--- config.mk ---
export PLATFORM = sky130hd
export DESIGN_NAME = saradc_sar_ctrl_flat
export DESIGN_NICKNAME = d
export VERILOG_FILES = /design/src/rtl/saradc_sar_ctrl_if.sv /design/src/rtl/saradc_sar_ctrl.sv /design/src/flat_wrapper.sv
export SDC_FILE = /design/constraint.sdc
export NUM_CORES = 1
export LEC_CHECK = 0
export CORE_MARGIN = 8
export CORE_UTILIZATION = 45
export CTS_BUF_LIST = sky130_fd_sc_hd__clkbuf_8
export CTS_CLUSTER_SIZE = 28
export DETAILED_ROUTE_END_ITERATION = 12
export DONT_BUFFER_PORTS = 1
export PLACE_DENSITY = 0.6
export SLEW_MARGIN = 20
export SYNTH_ARGS = -nofsm -noshare
export SYNTH_HDL_FRONTEND = slang
export SYNTH_SLANG_ARGS = --single-unit
--- constraint.sdc ---
create_clock -name clk -period 2.37 [get_ports clk]
set_clock_uncertainty 0.2 [all_clocks]
set_input_delay 0.474 -clock clk [delete_from_list [all_inputs] [get_ports clk]]
set_output_delay 0.474 -clock clk [all_outputs]
set_load 0.02 [all_outputs]
--- src/rtl/saradc_sar_ctrl_if.sv ---
// Host/comparator-side signal bundle for the SAR sequencer.
// master: the sequencer itself; slave: host plus comparator/logic-buffer side.
interface saradc_sar_ctrl_if #(
    parameter int unsigned NBITS = 8
);
    logic             start;
    logic             cmpp;
    logic             cmpn;
    logic             sample;
    logic             valid;
    logic [NBITS-1:1] resultp;
    logic [NBITS-1:1] resultn;
    logic             busy;
    logic [NBITS-1:0] dout;
    logic             drdy;
    logic             err;

    modport master (
        input  start, cmpp, cmpn,
        output sample, valid, resultp, resultn, busy, dout, drdy, err
    );

    modport slave (
        output start, cmpp, cmpn,
        input  sample, valid, resultp, resultn, busy, dout, drdy, err
    );
endinterface

--- src/rtl/saradc_sar_ctrl.sv ---
// Successive-approximation sequencer: IDLE -> SMP -> CONV -> IDLE.
// Holds SAMPLE for SAMPLE_CYCLES clocks, then takes NBITS comparator
// decisions MSB first, driving the per-bit DAC legs and publishing the code
// with a one-cycle drdy strobe.
// Optional feature macro: SARADC_CTRL_CMPERR_EN (comparator fault detection
// and sticky err output). Without it, err is tied low and cmpn is ignored.
module saradc_sar_ctrl #(
    parameter int unsigned NBITS         = 8,
    parameter int unsigned SAMPLE_CYCLES = 2
) (
    input logic               clk,
    input logic               rst,
    saradc_sar_ctrl_if.master bus
);
    localparam int unsigned KW = (NBITS > 1) ? $clog2(NBITS) : 1;
    localparam logic [KW-1:0] KMAX     = KW'(NBITS - 1);
    localparam logic [7:0]    SMP_LOAD = 8'(SAMPLE_CYCLES - 1);

    typedef enum logic [1:0] {StIdle, StSmp, StConv} state_e;

    state_e           state_q;
    logic [7:0]       cnt_q;
    logic [KW-1:0]    k_q;
    logic             sample_q;
    logic             valid_q;
    logic [NBITS-1:1] resultp_q;
    logic [NBITS-1:1] resultn_q;
    logic             busy_q;
    logic [NBITS-1:0] dout_q;
    logic             drdy_q;
    logic             d;

`ifdef SARADC_CTRL_CMPERR_EN
    logic fault;
    logic err_q;

    // An unresolved (or doubly-high) comparator is a fault; the bit is forced to 0.
    always_comb begin
        fault = (bus.cmpp == bus.cmpn);
        d     = bus.cmpp & ~fault;
    end

    // Sticky fault flag, cleared at each accepted start.
    always_ff @(posedge clk) begin
        if (rst) begin
            err_q <= 1'b0;
        end else if (state_q == StIdle && bus.start) begin
            err_q <= 1'b0;
        end else if (state_q == StConv && fault) begin
            err_q <= 1'b1;
        end
    end

    assign bus.err = err_q;
`else
    logic unused_cmpn;

    // Decision comes straight from the P-side comparator output.
    always_comb begin
        d = bus.cmpp;
    end

    assign unused_cmpn = bus.cmpn;
    assign bus.err     = 1'b0;
`endif

    // Main sequencer: state, counters and all registered outputs.
    always_ff @(posedge clk) begin
        if (rst) begin
            state_q   <= StIdle;
            cnt_q     <= 8'd0;
            k_q       <= '0;
            sample_q  <= 1'b0;
            valid_q   <= 1'b1;
            resultp_q <= '0;
            resultn_q <= '0;
            busy_q    <= 1'b0;
            dout_q    <= '0;
            drdy_q    <= 1'b0;
        end else begin
            drdy_q <= 1'b0;
            unique case (state_q)
                StIdle: begin
                    if (bus.start) begin
                        state_q   <= StSmp;
                        cnt_q     <= SMP_LOAD;
                        sample_q  <= 1'b1;
                        busy_q    <= 1'b1;
                        resultp_q <= '0;
                        resultn_q <= '0;
                    end
                end
                StSmp: begin
                    if (cnt_q == 8'd0) begin
                        state_q  <= StConv;
                        sample_q <= 1'b0;
                        valid_q  <= 1'b0;
                        k_q      <= KMAX;
                    end else begin
                        cnt_q <= cnt_q - 8'd1;
                    end
                end
                StConv: begin
                    if (k_q != '0) begin
                        resultp_q[k_q] <= d;
                        resultn_q[k_q] <= ~d;
                        k_q            <= k_q - 1'b1;
                    end else begin
                        // LSB decision goes only into the published code.
                        dout_q  <= {resultp_q, d};
                        valid_q <= 1'b1;
                        drdy_q  <= 1'b1;
                        busy_q  <= 1'b0;
                        state_q <= StIdle;
                    end
                end
                default: state_q <= StIdle;
            endcase
        end
    end

    assign bus.sample  = sample_q;
    assign bus.valid   = valid_q;
    assign bus.resultp = resultp_q;
    assign bus.resultn = resultn_q;
    assign bus.busy    = busy_q;
    assign bus.dout    = dout_q;
    assign bus.drdy    = drdy_q;
endmodule

--- src/flat_wrapper.sv ---
// flat-port wrapper written by rule: the top's interface ports become plain ports
module saradc_sar_ctrl_flat 
#(
    parameter int unsigned NBITS         = 8,
    parameter int unsigned SAMPLE_CYCLES = 2
)
  (clk, rst, bus_start, bus_cmpp, bus_cmpn, bus_sample, bus_valid, bus_resultp, bus_resultn, bus_busy, bus_dout, bus_drdy, bus_err);
  saradc_sar_ctrl_if #(.NBITS(NBITS)) bus_i ();
  input logic clk;
  input logic rst;
  input wire logic [$bits(bus_i.start)-1:0] bus_start;
  input wire logic [$bits(bus_i.cmpp)-1:0] bus_cmpp;
  input wire logic [$bits(bus_i.cmpn)-1:0] bus_cmpn;
  output wire logic [$bits(bus_i.sample)-1:0] bus_sample;
  output wire logic [$bits(bus_i.valid)-1:0] bus_valid;
  output wire logic [$bits(bus_i.resultp)-1:0] bus_resultp;
  output wire logic [$bits(bus_i.resultn)-1:0] bus_resultn;
  output wire logic [$bits(bus_i.busy)-1:0] bus_busy;
  output wire logic [$bits(bus_i.dout)-1:0] bus_dout;
  output wire logic [$bits(bus_i.drdy)-1:0] bus_drdy;
  output wire logic [$bits(bus_i.err)-1:0] bus_err;
  assign bus_i.start = bus_start;
  assign bus_i.cmpp = bus_cmpp;
  assign bus_i.cmpn = bus_cmpn;
  assign bus_sample = bus_i.sample;
  assign bus_valid = bus_i.valid;
  assign bus_resultp = bus_i.resultp;
  assign bus_resultn = bus_i.resultn;
  assign bus_busy = bus_i.busy;
  assign bus_dout = bus_i.dout;
  assign bus_drdy = bus_i.drdy;
  assign bus_err = bus_i.err;
  saradc_sar_ctrl #(.NBITS(NBITS), .SAMPLE_CYCLES(SAMPLE_CYCLES)) u_core (.clk(clk), .rst(rst), .bus(bus_i));
endmodule
==> results of run 1 <==
-- per-stage QoR --
step	util, %	setup WS [ns]	hold WS, ns	power [mW]	cell area, sq um
4_1_cts	49.9	0.353	0.0403	2.27	1800
6_report	49.9	0.371	0.0553	2.25	1800
5_1_grt	49.9	0.185	0.0335	2.42	1800
3_5_place_dp	46.6	0.385	0.306	1.71	1680
3_3_place_gp	46.6	0.425	0.287	1.68	1680
2_1_floorplan	-	0.602	0.265	1.57	1670
-- cells by family after synthesis --
logic type | synth area share [%]
simple gates | 22.8
compound gates | 21.3
flops | 46.9
buf+inv | 4.06
fa+ha+maj | 3.01
xor+xnor | 1.05
other cells | 0.225
mux | 0.676
-- synthesized netlist by cell type --
| master | instances |
|---|---|
| and2_1 | 1 |
| buf_2 | 2 |
| or3_1 | 3 |
| and3_1 | 2 |
| nand3_1 | 2 |
| dfxtp_1 | 39 |
| a221oi_1 | 1 |
| conb_1 | 1 |
| nor2_1 | 14 |
| buf_4 | 2 |
| xnor2_1 | 1 |
| nor3_1 | 1 |
| a31oi_1 | 1 |
| or3b_2 | 1 |
| nand2b_1 | 4 |
| nand4b_1 | 1 |
| o21ai_0 | 18 |
| nand2_1 | 20 |
| o21bai_1 | 1 |
| a211oi_1 | 2 |
| ha_1 | 4 |
| and2b_1 | 1 |
| clkbuf_2 | 1 |
| and3b_1 | 3 |
| a21oi_2 | 2 |
| nor3b_1 | 5 |
| a21o_1 | 2 |
| nor4bb_1 | 1 |
| clkbuf_1 | 4 |
| or2_2 | 1 |
| o211ai_1 | 1 |
| or3_2 | 2 |
| a22o_1 | 8 |
| xor2_1 | 1 |
| or4_1 | 2 |
| nor2b_1 | 1 |
| mux2_2 | 1 |
| inv_1 | 6 |
| nor3_2 | 2 |
| o31ai_1 | 1 |
| a21oi_1 | 22 |
| nor4_2 | 1 |
-- flip-flops by register name, summed over array words and instances, names as in the netlist --
register and count:
u_core.bus.drdy 1, u_core.bus.resultn 7, u_core.bus.sample 1, u_core.k_q 3, u_core.state_q 2, u_core.cnt_q 8
u_core.bus.valid 1, u_core.bus.dout 8, u_core.bus.resultp 7, u_core.bus.busy 1
-- path summary, 6_finish.rpt --
path	startpoint	to	slack (ns)	depth (start not counted)
worst max-delay path	u_core.cnt_q[0]	u_core.cnt_q[7]	0.37	6
worst min-delay path	rst	u_core.bus.resultp[6]	0.06	1
worst max register to register	u_core.cnt_q[0]	u_core.cnt_q[7]	0.37	6
worst min register to register	u_core.cnt_q[5]	u_core.cnt_q[5]	0.32	2
-- routing by layer --
metal,global-route usage [%],part of all wire [%],vias up
li1,-,-,660
met1,13.9,40,628
met2,21.7,49,30
met3,6.18,8.9,6
met4,4.04,1.4,0
met5,0,0,-
-- final cells by class --
type / count / area [sq um] / area share (%)
flip-flops and latches: 39 / 781 / 43.4
inverters: 6 / 22.5 / 1.25
clock buffers: 6 / 82.6 / 4.59
multi-input cells: 135 / 817 / 45.4
clock inverters: 2 / 35.0 / 1.95
well taps: 48 / 60.1 / 3.34
-- critical path, cell delays in order, from the launching register on --
cell and delay (ns):
dfxtp_1 0.34, inv_1 0.08, ha_1 0.21, nor4bb_1 0.14
a21o_1 0.29, or4_1 0.52, a21oi_1 0.15
-- report_power, final --
part	total [mW]	switching [mW]	internal, mW
sequential	0.950	0.175	0.775
clock	0.562	0.222	0.340
combinational	0.740	0.431	0.309
total	2.25	0.828	1.42
==> results.toml, run 1 <==
[yosys]
synth_top_area_share_pct = 46.9
syn_inst = 189
yosysSeqAreaShare_pct = 46.9
yosysWarnings = 0
netlist_area_sq_um = 1670
synth_nets = 198
ys_ff_latch = 39
synth.distinct_cells = 42
synth_area_leader_cell = "dfxtp_1"
avgSynthCellArea_sq_um = 8.81
synth_area_leaders = "dfxtp_1, a21oi_1, o21ai_0"

[finish]
final_cell_mix = "dfxtp_1, a21oi_1, nand2_1"
drive_gt1_share_pct = 9.57
fillers = 356
area_delta_synth_final_pct = 7.96
layout_commonest_cell = "dfxtp_1"
final_nets = 196
stdcell_count = 236
antenna_cells = 0

[floorplan]
std_cell_rows = 22
dieHeight_um = 76.8
die_width_um = 76.8
start_util_pct = 46.2
core_area_sq_um = 3610
ios = 32
dieArea_sq_um = 5900

[setup_path]
critPathRequiredTime_ns = 2.39
critPathArrivalTime_ns = 2.01
crit_path_end_kind = "flip-flop"
startpoint_type = "flip-flop"
cp_max_fo = 12
criticalPathCategory = "reg -> reg"

[clocking]
postCtsHoldBufs = 0
cts_setup_buffers = 0
numClockSinks = 39
cts_root_buffer = "clkbuf_8"
cts_buffers = 5
h-tree-depth = 2
cts_resized = 0
cts_tree = "yes"
clk_latency_ns = 0.28
clkTransAtPathRegs_ns = 0.08
clockBufferDepth = 2

[sta]
setup_tns_ns = 0
finalSetupViolations = 0
fmax_mhz = 500
finalHoldViolations = 0
slew_headroom_pct = 61.2
post-route-period-util_pct = 84.3
max_slew.worst_pin.slew_ns = 0.581
drv_slew = 0
fin_crit_ns = 2.00
grt_setup_unrepaired = "false"

[flow_run]
cap_violations = 0

[grt]
track_usage_pct = 12.9
grt_pass1_wl_um = 6240
antenna_found_initial = 0
grt_max_degree = 28
grt-ovfl-total = 0
grt_pass1_vias = 1307

[detailed_routing]
vias_per_cell = 5.61
detail_route.wl_per_cell_um = 15.3
wl_um = 3610
vias = 1324
drt_iter0_drc = 89
firstDrtPassIters = 4
drtAntennaViolNets = 0
post-route-drc-count = 0

[pwr]
powerDensity_nw_per_um2 = 1250
ir_drop_uv = 760
power.leakage_nw = 0.673

[outcome]
status = "finished clean"

[hold_path]
min_path_type = "in -> reg"

[placed_design]
place_congestion = 0.825
dpl.cell_count = 228
io_buffers = 0
dp_hpwl_um = 2660
No activity file was read; power rests on OpenSTA's default activity.
==> run 2, diff against run 1 <==
Clock period 2.37 ns to 2 ns, I/O delays scaled along.
==> run 2 against run 1 <==
Global-route usage is 0.48 points higher. Maximum frequency is 6.3% higher. Critical path depth increased by 1. Sequential share of layout area is 0.34 points lower. Critical endpoint is now u_core.cnt_q[6]. Cell area grew 1.1%. Cell count rose by 2.5%. Largest cell class unchanged.
==> results.toml, run 2 (synthesized netlist as in run 1, its figures left out) <==
[outcome]
status = "finished clean"

[grt]
grt_pass1_vias = 1303
grt_max_degree = 22
grt-ovfl-total = 0
antenna_found_initial = 0
grt_pass1_wl_um = 6420
track_usage_pct = 13.4

[setup_path]
critPathRequiredTime_ns = 2.01
criticalPathCategory = "reg -> reg"
r2r-end = "u_core.cnt_q[6]"
crit_family = "simple AND/OR/NAND/NOR gates"
worst-r2r-setup-slack_ns = 0.12
cp_num_buf_inv = 2
cp_max_fo = 9
crit_chain = "inv_1 > ha_1 > nor4bb_1 > a21o_1 > buf_4 > or3_1 > a21oi_1"
ff2ff_path_depth = 7
slowest_stage = "or3_1"
startpoint_type = "flip-flop"
crit_path_end_kind = "flip-flop"
critPathArrivalTime_ns = 1.89
worstReg2RegStart = "u_core.cnt_q[0]"
critical_path.max_stage_delay_ns = 0.34

[hold_path]
min_from = "rst"
whs_endpoint = "u_core.bus.drdy"
min_path_type = "in -> reg"
hold_path_depth = 1

[finish]
stdcell_count = 242
drive_gt1_share_pct = 11.9
layout_commonest_cell = "dfxtp_1"
area_delta_synth_final_pct = 9.17
antenna_cells = 0
register_area_sq_um = 783
final_nets = 202
fillers = 356
final_cell_mix = "dfxtp_1, a21oi_1, nand2_1"
multi_input_area_sq_um = 823

[detailed_routing]
drt_iter0_drc = 90
drtAntennaViolNets = 0
detail_route.wl_per_cell_um = 15.5
firstDrtPassIters = 4
vias = 1328
post-route-drc-count = 0
vias_per_cell = 5.49
wl_um = 3740

[sta]
fmax_mhz = 532
finalHoldViolations = 0
grt_setup_unrepaired = "true"
finalSetupViolations = 0
fin_crit_ns = 1.88
post-route-period-util_pct = 94.0
drv_slew = 0
fin_ws_ns = 0.121
slew_headroom_pct = 45.4
max_slew.worst_pin.slew_ns = 0.817

[clocking]
clockBufferDepth = 2
clkTransAtPathRegs_ns = 0.07
clk_latency_ns = 0.28
cts_root_buffer = "clkbuf_8"
cts_tree = "yes"
numClockSinks = 39
cts_buffers = 5
h-tree-depth = 2

[pwr]
powerDensity_nw_per_um2 = 1420
ir_drop_uv = 774
pwr-share-clk_pct = 19.1
p_sw_share_pct = 39.5
comb_power_share_pct = 36.8
switchingPower_mw = 1.02
power.leakage_nw = 0.695
p_seq_share_pct = 44.2
p_int_mw = 1.57

[floorplan]
die_width_um = 76.8
ios = 32
core_area_sq_um = 3610
std_cell_rows = 22
start_util_pct = 46.2
dieHeight_um = 76.8
dieArea_sq_um = 5900

[placed_design]
io_buffers = 0
dpl.cell_count = 233
dp_hpwl_um = 2630
place_congestion = 0.819
dp_slack_ns = 0.106

[flow_run]
cap_violations = 0
## run 2: changes by cell type in the layout (fill, tap and decap cells not counted), sizes merged
cell	previous run	this run
buf	0	5
inv	6	8
bufinv	1	0
clkbuf	6	5
dlygate4sd3	0	1
## run 2: repair_timing
| item | CTS | global route |
|---|---|---|
| setup buffers | 0 | 0 |
| resized for setup | 0 | 3 |
| hold endpoints to repair | 21 | 0 |
| hold buffers | 1 | 0 |
| setup endpoints to repair | 0 | 23 |
## run 2: worst max-delay path by stage
stage                            to  depth (start not counted)       startpoint  slack (ns)
floorplan           u_core.cnt_q[7]                          6  u_core.cnt_q[0]        0.23
global route        u_core.cnt_q[5]                          7  u_core.cnt_q[0]       -0.01
detailed placement    u_core.k_q[1]                          6    u_core.k_q[0]        0.11
global placement    u_core.cnt_q[4]                          7  u_core.cnt_q[0]        0.15
CTS                   u_core.k_q[1]                          6    u_core.k_q[0]        0.06
finish              u_core.cnt_q[6]                          7  u_core.cnt_q[0]        0.12
## run 2: final cells by class
cell class	count	area share, %
multi-input cells	135	45.3
flip-flops and latches	39	43.1
repair buffers	6	2.62
well taps	48	3.30
inverters	6	1.24
clock inverters	3	0.688
clock buffers	5	3.79
## run 2: through the flow
| step | setup TNS, ns | util [%] | hold WS (ns) | instance area [sq um] | total power [mW] |
|---|---|---|---|---|---|
| 2_1_floorplan | 0 | - | 0.265 | 1670 | 1.86 |
| 3_3_place_gp | 0 | 47.6 | 0.275 | 1720 | 2.03 |
| 3_5_place_dp | 0 | 47.6 | 0.276 | 1720 | 2.07 |
| 4_1_cts | 0 | 50.2 | 0.0265 | 1810 | 2.58 |
| 5_1_grt | -0.0124 | 50.4 | 0.0165 | 1820 | 2.80 |
| 6_report | 0 | 50.4 | 0.0192 | 1820 | 2.59 |
## run 2: power by group through the flow
stage	sequential (mW)	combinational [mW]	clock, mW
after floorplan	1.07	0.785	0
after global placement	1.14	0.890	0
after detailed placement	1.15	0.921	0
after CTS	1.14	0.938	0.509
after global routing	1.17	1.09	0.541
final	1.14	0.952	0.493
## run 2: layer usage
layer  vias to the layer above  track usage [%]  share of wire (%)
met4                         0             5.38                1.3
met2                        27             22.2                 47
li1                        672                -                  -
met5                         -                0                  0
met1                       624             14.3                 44
met3                         5             6.29                7.7
## run 2: worst reg2reg max path: cells and delay by family (launching register included)
kind	cells	cell delay [ns]
AND/OR/NAND/NOR	2	0.49
AO/OA/AOI/OAI	2	0.34
flip-flops	1	0.33
buffers and inverters	2	0.25
adder cells (fa/ha/maj)	1	0.21
==> run 3, diff against run 2 <==
Settings changed: SLEW_MARGIN 20 to not set.
==> results of run 3 <==
No change in the layout: final DEF, timing and power equal those of run 2.
